`config.mk`:
```
export PLATFORM = sky130hd
export DESIGN_NAME = complex_operand_packer_flat
export DESIGN_NICKNAME = d
export VERILOG_FILES = /design/src/rtl/complex_operand_packer_if.sv /design/src/rtl/complex_operand_packer.sv /design/src/flat_wrapper.sv
export SDC_FILE = /design/constraint.sdc
export NUM_CORES = 1
export LEC_CHECK = 0
export ABC_AREA = 1
export BUFFER_PORTS_ARGS = -buffer_cell sky130_fd_sc_hd__buf_2
export CAP_MARGIN = 5
export CORE_ASPECT_RATIO = 0.7
export CORE_MARGIN = 4
export CORE_UTILIZATION = 55
export CTS_BUF_LIST = sky130_fd_sc_hd__clkbuf_4 sky130_fd_sc_hd__clkbuf_8
export CTS_CLUSTER_DIAMETER = 120
export DETAILED_ROUTE_END_ITERATION = 16
export PLACE_DENSITY_LB_ADDON = 0.3
export SYNTH_ARGS = -nofsm -noshare
export SYNTH_HDL_FRONTEND = slang
export SYNTH_SLANG_ARGS = --single-unit
```
`constraint.sdc`:
```
create_clock -name clk -period 3.05 [get_ports clk]
set_input_delay 0.305 -clock clk [delete_from_list [all_inputs] [get_ports clk]]
set_output_delay 0.305 -clock clk [all_outputs]
set_load 0.02 [all_outputs]
```
`src/rtl/complex_operand_packer_if.sv`:
```
// Handshake bundle for the complex operand packer: serial word input side and
// packed A/B/op output side, plus the frame-error status.
interface complex_operand_packer_if #(
    parameter int WORD_W = 32,
    parameter int ERR_W  = 8
);
    logic [WORD_W-1:0]   in_data;
    logic                in_valid;
    logic                in_last;
    logic                in_op;
    logic                in_ready;
    logic [2*WORD_W-1:0] A;
    logic [2*WORD_W-1:0] B;
    logic                op;
    logic                out_valid;
    logic                out_ready;
    logic                frame_err;
    logic [ERR_W-1:0]    err_cnt;

    modport master (
        output in_data, in_valid, in_last, in_op, out_ready,
        input  in_ready, A, B, op, out_valid, frame_err, err_cnt
    );

    modport slave (
        input  in_data, in_valid, in_last, in_op, out_ready,
        output in_ready, A, B, op, out_valid, frame_err, err_cnt
    );
endinterface

```
`src/rtl/complex_operand_packer.sv`:
```
// Packs a serial stream of four words (A_real, A_imj, B_real, B_imj) into two
// complex operands and holds them under a valid/ready handshake.
module complex_operand_packer #(
    parameter int WORD_W = 32,
    parameter int ERR_W  = 8
) (
    input  logic                     clk,
    input  logic                     rst_n,
    complex_operand_packer_if.slave  bus
);
    typedef enum logic [2:0] {
        S_AR   = 3'd0,
        S_AI   = 3'd1,
        S_BR   = 3'd2,
        S_BI   = 3'd3,
        S_HOLD = 3'd4,
        S_SKIP = 3'd5
    } state_t;

    state_t              state_r, state_s;
    logic [2*WORD_W-1:0] a_r, a_s;
    logic [2*WORD_W-1:0] b_r, b_s;
    logic                op_r, op_s;
    logic                valid_r, valid_s;
    logic                frame_err_r, err_s;
    logic [ERR_W-1:0]    err_cnt_r, err_cnt_s;
    logic                in_ready_s;
    logic                xfer_s;

    // Ready follows the state register; forced low while reset is asserted.
    assign in_ready_s    = rst_n && (state_r != S_HOLD);
    assign xfer_s        = bus.in_valid && in_ready_s;

    assign bus.in_ready  = in_ready_s;
    assign bus.A         = a_r;
    assign bus.B         = b_r;
    assign bus.op        = op_r;
    assign bus.out_valid = valid_r;
    assign bus.frame_err = frame_err_r;
    assign bus.err_cnt   = err_cnt_r;

    // Next-state, operand capture and framing-error detection.
    always_comb begin
        state_s = state_r;
        a_s     = a_r;
        b_s     = b_r;
        op_s    = op_r;
        valid_s = valid_r;
        err_s   = 1'b0;
        case (state_r)
            S_AR: begin
                if (xfer_s && bus.in_last) begin
                    err_s = 1'b1;
                end else if (xfer_s) begin
                    a_s[2*WORD_W-1:WORD_W] = bus.in_data;
                    op_s                   = bus.in_op;
                    state_s                = S_AI;
                end else begin
                    state_s = S_AR;
                end
            end
            S_AI: begin
                if (xfer_s && bus.in_last) begin
                    err_s   = 1'b1;
                    state_s = S_AR;
                end else if (xfer_s) begin
                    a_s[WORD_W-1:0] = bus.in_data;
                    state_s         = S_BR;
                end else begin
                    state_s = S_AI;
                end
            end
            S_BR: begin
                if (xfer_s && bus.in_last) begin
                    err_s   = 1'b1;
                    state_s = S_AR;
                end else if (xfer_s) begin
                    b_s[2*WORD_W-1:WORD_W] = bus.in_data;
                    state_s                = S_BI;
                end else begin
                    state_s = S_BR;
                end
            end
            S_BI: begin
                if (xfer_s && bus.in_last) begin
                    b_s[WORD_W-1:0] = bus.in_data;
                    valid_s         = 1'b1;
                    state_s         = S_HOLD;
                end else if (xfer_s) begin
                    // Frame too long: the remainder is swallowed in S_SKIP without recounting.
                    err_s   = 1'b1;
                    state_s = S_SKIP;
                end else begin
                    state_s = S_BI;
                end
            end
            S_HOLD: begin
                if (bus.out_ready) begin
                    valid_s = 1'b0;
                    state_s = S_AR;
                end else begin
                    state_s = S_HOLD;
                end
            end
            S_SKIP: begin
                if (xfer_s && bus.in_last) begin
                    state_s = S_AR;
                end else begin
                    state_s = S_SKIP;
                end
            end
            default: begin
                valid_s = 1'b0;
                state_s = S_AR;
            end
        endcase
    end

    // Saturating dropped-frame counter.
    always_comb begin
        err_cnt_s = err_cnt_r;
        if (err_s && (err_cnt_r != {ERR_W{1'b1}})) begin
            err_cnt_s = err_cnt_r + {{(ERR_W-1){1'b0}}, 1'b1};
        end else begin
            err_cnt_s = err_cnt_r;
        end
    end

    // State and output registers.
    always_ff @(posedge clk or negedge rst_n) begin
        if (!rst_n) begin
            state_r     <= S_AR;
            a_r         <= {(2*WORD_W){1'b0}};
            b_r         <= {(2*WORD_W){1'b0}};
            op_r        <= 1'b0;
            valid_r     <= 1'b0;
            frame_err_r <= 1'b0;
            err_cnt_r   <= {ERR_W{1'b0}};
        end else begin
            state_r     <= state_s;
            a_r         <= a_s;
            b_r         <= b_s;
            op_r        <= op_s;
            valid_r     <= valid_s;
            frame_err_r <= err_s;
            err_cnt_r   <= err_cnt_s;
        end
    end
endmodule

```
`src/flat_wrapper.sv`:
```
// flat-port wrapper written by rule: the top's interface ports become plain ports
module complex_operand_packer_flat 
#(
    parameter int WORD_W = 32,
    parameter int ERR_W  = 8
)
  (clk, rst_n, bus_in_data, bus_in_valid, bus_in_last, bus_in_op, bus_out_ready, bus_in_ready, bus_A, bus_B, bus_op, bus_out_valid, bus_frame_err, bus_err_cnt);
  complex_operand_packer_if #(.WORD_W(WORD_W), .ERR_W(ERR_W)) bus_i ();
  input  logic clk;
  input  logic rst_n;
  input wire logic [$bits(bus_i.in_data)-1:0] bus_in_data;
  input wire logic [$bits(bus_i.in_valid)-1:0] bus_in_valid;
  input wire logic [$bits(bus_i.in_last)-1:0] bus_in_last;
  input wire logic [$bits(bus_i.in_op)-1:0] bus_in_op;
  input wire logic [$bits(bus_i.out_ready)-1:0] bus_out_ready;
  output wire logic [$bits(bus_i.in_ready)-1:0] bus_in_ready;
  output wire logic [$bits(bus_i.A)-1:0] bus_A;
  output wire logic [$bits(bus_i.B)-1:0] bus_B;
  output wire logic [$bits(bus_i.op)-1:0] bus_op;
  output wire logic [$bits(bus_i.out_valid)-1:0] bus_out_valid;
  output wire logic [$bits(bus_i.frame_err)-1:0] bus_frame_err;
  output wire logic [$bits(bus_i.err_cnt)-1:0] bus_err_cnt;
  assign bus_i.in_data = bus_in_data;
  assign bus_i.in_valid = bus_in_valid;
  assign bus_i.in_last = bus_in_last;
  assign bus_i.in_op = bus_in_op;
  assign bus_i.out_ready = bus_out_ready;
  assign bus_in_ready = bus_i.in_ready;
  assign bus_A = bus_i.A;
  assign bus_B = bus_i.B;
  assign bus_op = bus_i.op;
  assign bus_out_valid = bus_i.out_valid;
  assign bus_frame_err = bus_i.frame_err;
  assign bus_err_cnt = bus_i.err_cnt;
  complex_operand_packer #(.WORD_W(WORD_W), .ERR_W(ERR_W)) u_core (.clk(clk), .rst_n(rst_n), .bus(bus_i));
endmodule
```
==> flow_metrics.env <==
export IMPL_ctsResizeCount=0
export IMPL_worstHoldPathType="in -> reg"
export IMPL_clk_latency_ps=430
export IMPL_drtIter0Drc=275
export IMPL_critPathTopFamily="buffers and inverters"
export IMPL_syn_avg_cell_area_um2=10.4
export IMPL_synth_flop_cell="dfrtp_1"
export IMPL_cp_slowest_cell="dlygate4sd3_1"
export IMPL_ant_nets=0
export IMPL_multiInputGateArea_um2=1780
export IMPL_fp_dieW_um=130
export IMPL_setup_tns_ps=0
export IMPL_areaGrowthSynthToFinish_pct=23.8
export IMPL_regArea_um2=3550
export IMPL_comb_power_share=0.375
export IMPL_pre_cts_ws_ps=841
export IMPL_placed_area_um2=6600
export IMPL_fin_cells=867
export IMPL_vdd_drop_max_mv=0.550
export IMPL_p_switching_uw=3030
export IMPL_core_area_um2=9870
export IMPL_rsz0062_at_grt="no"
export IMPL_num_vias=4480
export IMPL_status="complete, no violations"
export IMPL_antenna_found_initial=0
export IMPL_tritoncts="built"
export IMPL_grt_pass1_wl_um=22400
export IMPL_fin_nets=765
export IMPL_viasPerCell=5.17
export IMPL_synth_edf_count=0
export IMPL_row_count=30
export IMPL_final_area_um2=7040
export IMPL_slowest_delay_ps=590
export IMPL_post_synth_top_area_cell="dfrtp_1"
export IMPL_final_setup_skew_ps=7.04
export IMPL_drv_cap=0
export IMPL_min_period_ps=2260
export IMPL_cp_arrival_ps=2560
export IMPL_ys_warn_count=0
export IMPL_grt_max_degree=85
export IMPL_drv_slew=0
export IMPL_postSynthCellCount=549
export IMPL_drt_first_pass_iters=5
export IMPL_ys_seq_area_frac=0.625
export IMPL_worst_setup_path_type="in -> reg"
export IMPL_p_sw_frac=0.404
export IMPL_pwr_share_clk=0.215
export IMPL_leakagePower_uw=0.00372
export IMPL_tightest_slew_ps=1020
export IMPL_netlist_area_um2=5690
export IMPL_die_h_um=93.1
export IMPL_clock_sinks=142
export IMPL_synth_fp_nets=588
export IMPL_wl_per_cell_um=16.0
export IMPL_start_kind="input port"
export IMPL_layout_drive_gt1_share=0.390
export IMPL_yosys_top_cells_area="dfrtp_1, nand2_1, o21ai_2"
export IMPL_dieArea_um2=12100
export IMPL_h_tree_depth=4
export IMPL_synth_cell_types=28
export IMPL_antenna_cells=0
export IMPL_intPower_uw=4460
export IMPL_crit_path_end_kind="flip-flop"
export IMPL_dp_cells=834
export IMPL_start_util=0.576
export IMPL_fin_crit_sh=0.740
export IMPL_fmax_mhz=443
export IMPL_gp_congestion=0.907
export IMPL_clk_pin_slew_ps=80
export IMPL_port_buffers=177
export IMPL_finalWirelength_um=13900
export IMPL_setup_ws_ps=793
export IMPL_overflow=0
export IMPL_ys_async_sr_fraction=1.00
export IMPL_power_frac_seq=0.410
export IMPL_worstPathCellList="dlygate4sd3_1 > buf_6 > nand3_4 > nor2_4 > nand2_2 > buf_4 > nand2_1 > o21ai_0"
export IMPL_setup_viol=0
export IMPL_final_hold_violation_count=0
export IMPL_grt_pass1_vias=4409
export IMPL_worst_path_max_fanout=35
export IMPL_clock_path_buffers=2
export IMPL_critPathBufInv=3
export IMPL_max_slew_margin=0.323
export IMPL_drcViolationCount=0
export IMPL_io_pins=178
export IMPL_dp_final_hpwl_um=9970
export IMPL_numCtsBuffers=17
export IMPL_yosysTopAreaCellShare=0.625
export IMPL_ctsRootBufferMaster="clkbuf_8"
export IMPL_synth_seq_cells=142
export IMPL_grt_usage=0.237
export IMPL_cp_required_ps=3350
export IMPL_synth_most_common_cell="dfrtp_1"
export IMPL_synthTopCellsByCount="dfrtp_1, nand2_1, o21ai_2"
export IMPL_fillers=759
export IMPL_p_per_area_nw_per_um2=1060
power groups by stage:
stage | Combinational (uW) | Clock (uW) | Sequential, uW
3_3_place_gp | 2740 | 0 | 3060
4_1_cts | 2840 | 1650 | 3070
3_5_place_dp | 2840 | 0 | 3090
5_1_grt | 3060 | 1740 | 3140
6_report | 2800 | 1610 | 3070
2_1_floorplan | 916 | 0 | 3910
what timing repair did:
| action | 4_1_cts | 5_1_grt |
|---|---|---|
| hold buffers | 1 | 0 |
| buffers inserted | 0 | 0 |
| endpoints found under the hold margin | 24 | 0 |
layout make-up:
type / instances / area share
flip-flops and latches: 142 / 0.505
repair buffers: 185 / 0.137
clock buffers: 18 / 0.0343
multi-input cells: 340 / 0.252
well taps: 128 / 0.0227
clock inverters: 14 / 0.0274
inverters: 40 / 0.0213
sequential cells by signal, indices dropped and copies added, names as in the netlist:
register	count
u_core.bus.A	64
u_core.bus.B	64
u_core.bus.out_valid	1
u_core.state_r	3
u_core.bus.err_cnt	8
u_core.bus.op	1
u_core.bus.frame_err	1
final timing paths:
check | startpoint | to | slack [ps] | depth (start not counted)
max | rst_n | u_core.bus.B[13] | 790 | 8
min | bus_in_op | u_core.bus.op | 80 | 3
max reg2reg | u_core.state_r[0] | u_core.bus.B[13] | 810 | 8
min reg2reg | u_core.bus.B[29] | u_core.bus.B[29] | 480 | 2
max in group asynchronous | rst_n | u_core.bus.A[1] | 920 | 4
min in group asynchronous | rst_n | u_core.state_r[1] | 360 | 2
cells by family (layout without fill, tap and decap cells):
family,Yosys count,in the layout,synth area share
buffers and inverters,67,257,0.0662
adder cells (fa/ha/maj),1,1,0.00220
flip-flops,142,142,0.625
XOR/XNOR,5,5,0.00770
AND/OR/NAND/NOR,199,199,0.150
AO/OA/AOI/OAI,135,135,0.150
cell usage in the layout (no fill, tap or decap), types with 2 or more instances in the layout:
master      instances
buf_2             176
dfrtp_1           142
nand2_1           120
o21ai_2            46
o21ai_1            42
inv_1              37
nor2_1             37
a21oi_1            35
clkbuf_8           17
nand3_1            15
nand2_2            14
o21ai_0            11
clkinvlp_4          6
buf_4               6
bufinv_16           4
nor2_2              3
nand4_1             3
inv_2               3
xor2_1              3
nand3_4             2
nor2_4              2
xnor2_1             2
clkinv_2            2
routing by layer:
metal / global-route usage / vias up / routed length [um]
li1: - / 2136 / -
met3: 0.0685 / 16 / 1130
met2: 0.386 / 166 / 6880
met5: 0 / - / 0
met1: 0.311 / 2162 / 5740
met4: 0.0727 / 0 / 150
worst register-to-register path, delay by kind of cell, from the launching register on:
kind | cells | cell delay (ps)
simple gates | 6 | 1220
flops | 1 | 450
compound gates | 1 | 100
buf+inv | 1 | 380
per-stage QoR:
stage / hold WS [ps] / total power, uW / util
6_report: 79.7 / 7480 / 0.713
5_1_grt: 83.2 / 7950 / 0.713
4_1_cts: 54.4 / 7560 / 0.713
3_5_place_dp: 185 / 5930 / 0.668
3_3_place_gp: 182 / 5790 / 0.668
2_1_floorplan: 9.41 / 4820 / -
Power figures use the tool's default switching activity.
